**src/rtl/led_pwm_controller_if.sv**
```systemverilog
// Avalon-MM slave bus bundle for the LED PWM controller.
interface led_pwm_controller_if;
  logic [1:0]  address;
  logic        chipselect;
  logic        read;
  logic        write;
  logic [31:0] writedata;
  logic [31:0] readdata;

  modport master (
    output address, chipselect, read, write, writedata,
    input  readdata
  );

  modport slave (
    input  address, chipselect, read, write, writedata,
    output readdata
  );
endinterface

```
**src/rtl/led_pwm_controller.sv**
```systemverilog
// LED bank driver: enable mask, global PWM brightness and per-LED blinking,
// controlled through four Avalon-MM registers.
module led_pwm_controller #(
  parameter int NUM_LEDS = 10,
  parameter int PWM_BITS = 8
) (
  input  logic                  clk,
  input  logic                  reset_n,
  led_pwm_controller_if.slave   bus,
  output logic [NUM_LEDS-1:0]   led_out
);

  localparam logic [PWM_BITS-1:0] PWM_MAX = {PWM_BITS{1'b1}};

  logic [NUM_LEDS-1:0] data_q, data_d;
  logic [NUM_LEDS-1:0] blink_q, blink_d;
  logic [PWM_BITS-1:0] duty_q, duty_d;
  logic [15:0]         period_q, period_d;
  logic [PWM_BITS-1:0] pwm_cnt_q;
  logic [15:0]         blink_cnt_q, blink_cnt_d;
  logic                blink_phase_q, blink_phase_d;
  logic [31:0]         readdata_q, readdata_d;
  logic [NUM_LEDS-1:0] led_out_q, led_out_d;

  logic        wr_en, rd_en, period_wr, frame_end, pwm_on;
  logic [31:0] rd_mux;
  logic        unused_wdata_bits;

  assign wr_en     = bus.chipselect & bus.write;
  assign rd_en     = bus.chipselect & bus.read & ~bus.write;
  assign period_wr = wr_en && (bus.address == 2'd3);
  assign frame_end = (pwm_cnt_q == PWM_MAX);
  assign pwm_on    = (duty_q == PWM_MAX) || (pwm_cnt_q < duty_q);

  assign unused_wdata_bits = ^bus.writedata;

  always_comb begin
    data_d   = data_q;
    blink_d  = blink_q;
    duty_d   = duty_q;
    period_d = period_q;
    if (wr_en) begin
      case (bus.address)
        2'd0: data_d   = bus.writedata[NUM_LEDS-1:0];
        2'd1: blink_d  = bus.writedata[NUM_LEDS-1:0];
        2'd2: duty_d   = bus.writedata[PWM_BITS-1:0];
        default: period_d = bus.writedata[15:0];
      endcase
    end
  end

  // A PERIOD write restarts the half-period from the lit phase.
  always_comb begin
    blink_cnt_d   = blink_cnt_q;
    blink_phase_d = blink_phase_q;
    if (period_wr || (period_q == 16'd0)) begin
      blink_cnt_d   = 16'd0;
      blink_phase_d = 1'b1;
    end else if (frame_end) begin
      if (blink_cnt_q == period_q - 16'd1) begin
        blink_cnt_d   = 16'd0;
        blink_phase_d = ~blink_phase_q;
      end else begin
        blink_cnt_d = blink_cnt_q + 16'd1;
      end
    end
  end

  always_comb begin
    rd_mux = '0;
    case (bus.address)
      2'd0: rd_mux[NUM_LEDS-1:0] = data_q;
      2'd1: rd_mux[NUM_LEDS-1:0] = blink_q;
      2'd2: rd_mux[PWM_BITS-1:0] = duty_q;
      default: rd_mux[15:0] = period_q;
    endcase
    readdata_d = rd_en ? rd_mux : 32'd0;
    led_out_d  = data_q & {NUM_LEDS{pwm_on}} & (~blink_q | {NUM_LEDS{blink_phase_q}});
  end

  always_ff @(posedge clk or negedge reset_n) begin
    if (!reset_n) begin
      data_q        <= '0;
      blink_q       <= '0;
      duty_q        <= PWM_MAX;
      period_q      <= 16'd0;
      pwm_cnt_q     <= '0;
      blink_cnt_q   <= 16'd0;
      blink_phase_q <= 1'b1;
      readdata_q    <= 32'd0;
      led_out_q     <= '0;
    end else begin
      data_q        <= data_d;
      blink_q       <= blink_d;
      duty_q        <= duty_d;
      period_q      <= period_d;
      pwm_cnt_q     <= pwm_cnt_q + PWM_BITS'(1);
      blink_cnt_q   <= blink_cnt_d;
      blink_phase_q <= blink_phase_d;
      readdata_q    <= readdata_d;
      led_out_q     <= led_out_d;
    end
  end

  assign bus.readdata = readdata_q;
  assign led_out      = led_out_q;

endmodule

```
**src/flat_wrapper.sv**
```systemverilog
// flat-port wrapper written by rule: the top's interface ports become plain ports
module led_pwm_controller_flat 
#(
  parameter int NUM_LEDS = 10,
  parameter int PWM_BITS = 8
)
  (clk, reset_n, led_out, bus_address, bus_chipselect, bus_read, bus_write, bus_writedata, bus_readdata);
  led_pwm_controller_if bus_i ();
  input  logic clk;
  input  logic reset_n;
  output logic [NUM_LEDS-1:0] led_out;
  input wire logic [$bits(bus_i.address)-1:0] bus_address;
  input wire logic [$bits(bus_i.chipselect)-1:0] bus_chipselect;
  input wire logic [$bits(bus_i.read)-1:0] bus_read;
  input wire logic [$bits(bus_i.write)-1:0] bus_write;
  input wire logic [$bits(bus_i.writedata)-1:0] bus_writedata;
  output wire logic [$bits(bus_i.readdata)-1:0] bus_readdata;
  assign bus_i.address = bus_address;
  assign bus_i.chipselect = bus_chipselect;
  assign bus_i.read = bus_read;
  assign bus_i.write = bus_write;
  assign bus_i.writedata = bus_writedata;
  assign bus_readdata = bus_i.readdata;
  led_pwm_controller #(.NUM_LEDS(NUM_LEDS), .PWM_BITS(PWM_BITS)) u_core (.clk(clk), .reset_n(reset_n), .bus(bus_i), .led_out(led_out));
endmodule
```
**config.mk**
```make
export PLATFORM = sky130hd
export DESIGN_NAME = led_pwm_controller_flat
export DESIGN_NICKNAME = d
export VERILOG_FILES = /design/src/rtl/led_pwm_controller_if.sv /design/src/rtl/led_pwm_controller.sv /design/src/flat_wrapper.sv
export SDC_FILE = /design/constraint.sdc
export NUM_CORES = 1
export LEC_CHECK = 0
export ABC_AREA = 1
export BUFFER_PORTS_ARGS = -buffer_cell sky130_fd_sc_hd__buf_2
export CAP_MARGIN = 15
export CORE_MARGIN = 2
export CORE_UTILIZATION = 40
export DETAILED_ROUTE_END_ITERATION = 16
export GPL_ROUTABILITY_DRIVEN = 0
export SYNTH_ARGS = -nofsm -noshare
export SYNTH_HDL_FRONTEND = slang
export SYNTH_SLANG_ARGS = --single-unit
```
**constraint.sdc**
```tcl
create_clock -name clk -period 2.7 [get_ports clk]
set_clock_uncertainty 0.1 [all_clocks]
set_input_delay 0.135 -clock clk [delete_from_list [all_inputs] [get_ports clk]]
set_output_delay 0.135 -clock clk [all_outputs]
set_load 0.01 [all_outputs]
```
==> qor.csv <==
metric;value;unit
status;finished clean;
Critical Path Start Type;flip-flop;
share of post-route cells with drive strength above 1;0.1644;
hold crit path type;in2reg;
CTS H-tree lvls;3;
Synth Cell Area;5014;um2
Detail Placement HPWL;8.261;mm
first-pass GRT wire length;18.91;mm
Fin Setup TNS;0;ns
Antenna Violating Nets Remaining;0;
routing usage on met3;0.02877;
Final Hold Fails;0;
Crit-path slowest cell;dfrtp_1;
final max-slew violation count;0;
TritonRoute pass-1 iters;5;
Die Span X;116.0;um
dpl cells;812;
Min-Delay Startpoint;bus_writedata[9];
largest net degree at the start of global routing;50;
Routed WL per cell;13.32;um
hold slack;0.002377;ns
Critical Path Max Stage Delay;0.40;ns
Initial Util;0.4139;
Final Util;0.4796;
Final Net Count;719;
Worst Setup SP;u_core.period_q[0];
Post-CTS Setup Inserts;0;
Post-Layout Cell Count;843;
CP top delay family;simple AND/OR/NAND/NOR gates;
maximum clock frequency;0.4337;GHz
CTS Buf Count;9;
gr usage total;0.1811;
die height;116.0;um
CP Data Required Time;2.87;ns
DP Worst Slack;0.3938;ns
Via density;4.854;
fin crit period;2.306;ns
Initial DRC Count;285;
CTS Buffer Depth;2;
Arr. time, crit path;2.48;ns
Max Cap Violations;0;
Antenna Cells;0;
Pleak;2.900;nW
Remaining DRCs;0;
die area;13450;um2
Crit. End Element;flip-flop;
Pwr per Cell Area;658.6;nW/um2
Max transition margin;0.5989;
WL final;11.23;mm
CP cell instances;inv_2, ha_1, nand2_2, nor2_2, nand2_1, nand2_1, inv_2, nand2_4, nand4_1, o21ai_0, nand2_1, a21oi_2;
RSZ-0062 raised after global routing;no;
root buf cell;clkbuf_16;
area grow syn2layout;15.87;%
Final period util;0.8541;
kind of critical path;reg2reg;
grt peak-use layer;met2;
Cells after Synth;606;
clk_lat worst skew;0.34;ns
Sink Count;95;
yosys warns;0;
GR Util met1;0.2479;
global-route met2 utilization;0.2846;
Yosys cell types;38;
CP Max Fanout;27;
DP Area;5374;um2
Crit path top cell by count;nand2_1;
number of cell rows;40;
Worst-Margin Slew;0.6002;ns
area of the core;12110;um2
Final setup viols;0;
I/O pin cnt;81;
Tot Pwr;3.826;mW
Yosys reg bits;95;
peak supply drop;0.3103;mV
crit path setup slack, layout;0.3940;ns
grt ovf;0;
Clock Pin Slew Worst Setup and Hold Paths;0.06;ns
crit path buf inv count;2;
total number of vias;4092;
Finished Cell Area;5809;um2
syn avg cell area;8.273;um2
reg-to-reg critical path startpoint;u_core.period_q[0];
initial antenna violation count;0;
sequential share of the synthesized area;0.4764;
number of global-route vias before repair;3955;
number of I/O port buffers;48;
CTS tree;yes;
## layer usage
layer / vias up / part of all wire
met5: - / 0
met2: 112 / 0.46
met3: 22 / 0.047
met4: 0 / 0.027
met1: 1911 / 0.46
li1: 2047 / -
## worst reg2reg max path: stages (launching register included)
cell and delay (ns):
dfrtp_1 0.40, inv_2 0.15, ha_1 0.29, nand2_2 0.11
nor2_2 0.15, nand2_1 0.07, nand2_1 0.07, inv_2 0.09
nand2_4 0.27, nand4_1 0.19, o21ai_0 0.19, nand2_1 0.08
a21oi_2 0.10
## layout make-up
class | instances | area (um2)
Inverter | 85 | 319.1
Timing Repair Buffer | 68 | 442.9
Multi-Input combinational cell | 411 | 2163
Fill cell | 1196 | 6302
Clock buffer | 12 | 256.5
Clock inverter | 4 | 28.78
Tap cell | 168 | 210.2
Sequential cell | 95 | 2389
## cells in the mapped netlist (all sizes together)
cell	number	share of area
a21boi	1	0.0015
a21oi	27	0.035
a22oi	1	0.0015
a31o	1	0.0017
buf	20	0.032
clkbuf	10	0.0075
clkinv	2	0.0015
conb	1	0.00075
dfrtp	86	0.43
dfstp	9	0.047
ha	10	0.025
inv	83	0.062
nand2	141	0.11
nand3	22	0.023
nand3b	6	0.0090
nand4	10	0.012
nor2	47	0.041
nor3	14	0.015
nor3b	2	0.0040
nor4	2	0.0025
o211ai	1	0.0015
o21a	1	0.0015
o21ai	70	0.070
o22ai	10	0.012
xnor2	10	0.017
xor2	19	0.033
## logic make-up after synthesis
group	count (synthesis)	share of synthesized area
other	1	0.0007480
buffers and inverters	115	0.1033
AOI/OAI and AO/OA	112	0.1253
DFF	95	0.4764
xor gates and xnor gates	29	0.05066
adders and majority gates	10	0.02496
and+or+nand+nor	244	0.2186
## registers in the layout, summed over array words and instances, names as in the netlist
name / flops
u_core.bus.readdata: 16
u_core.blink_phase_q: 1
u_core.led_out: 10
u_core.blink_q: 10
u_core.duty_q: 8
u_core.pwm_cnt_q: 8
u_core.data_q: 10
u_core.period_q: 16
u_core.blink_cnt_q: 16
## placed cells by master (no fill, tap or decap), drive strengths merged, types with 14 or more instances in the layout
cell type and instances:
nor2 47, nand3 22, dfrtp 86, nor3 14
nand2 141, inv 84, a21oi 27, dlygate4sd3 15
o21ai 70, conb 16, xor2 19, buf 53
## path summary, 6_finish.rpt
check / slack [ns] / depth (start not counted) / endpoint
min in group asynchronous: 0.24 / 2 / u_core.led_out[2]
max: 0.39 / 12 / u_core.blink_cnt_q[8]
min: 0.002 / 3 / u_core.period_q[9]
max reg2reg: 0.39 / 12 / u_core.blink_cnt_q[8]
min reg2reg: 0.37 / 1 / u_core.pwm_cnt_q[0]
max in group asynchronous: 1.54 / 3 / u_core.duty_q[0]
## timing repair
action,in CTS,in global routing
hold endpoints to repair,64,0
resized for setup,0,0
endpoints found under the setup margin,0,0
hold buffers,15,0
## power by group
group | switching, mW | internal (mW) | total [mW]
logic | 0.517 | 0.316 | 0.833
clock network | 0.527 | 0.676 | 1.20
registers | 0.162 | 1.63 | 1.79
Power figures use the tool's default switching activity.
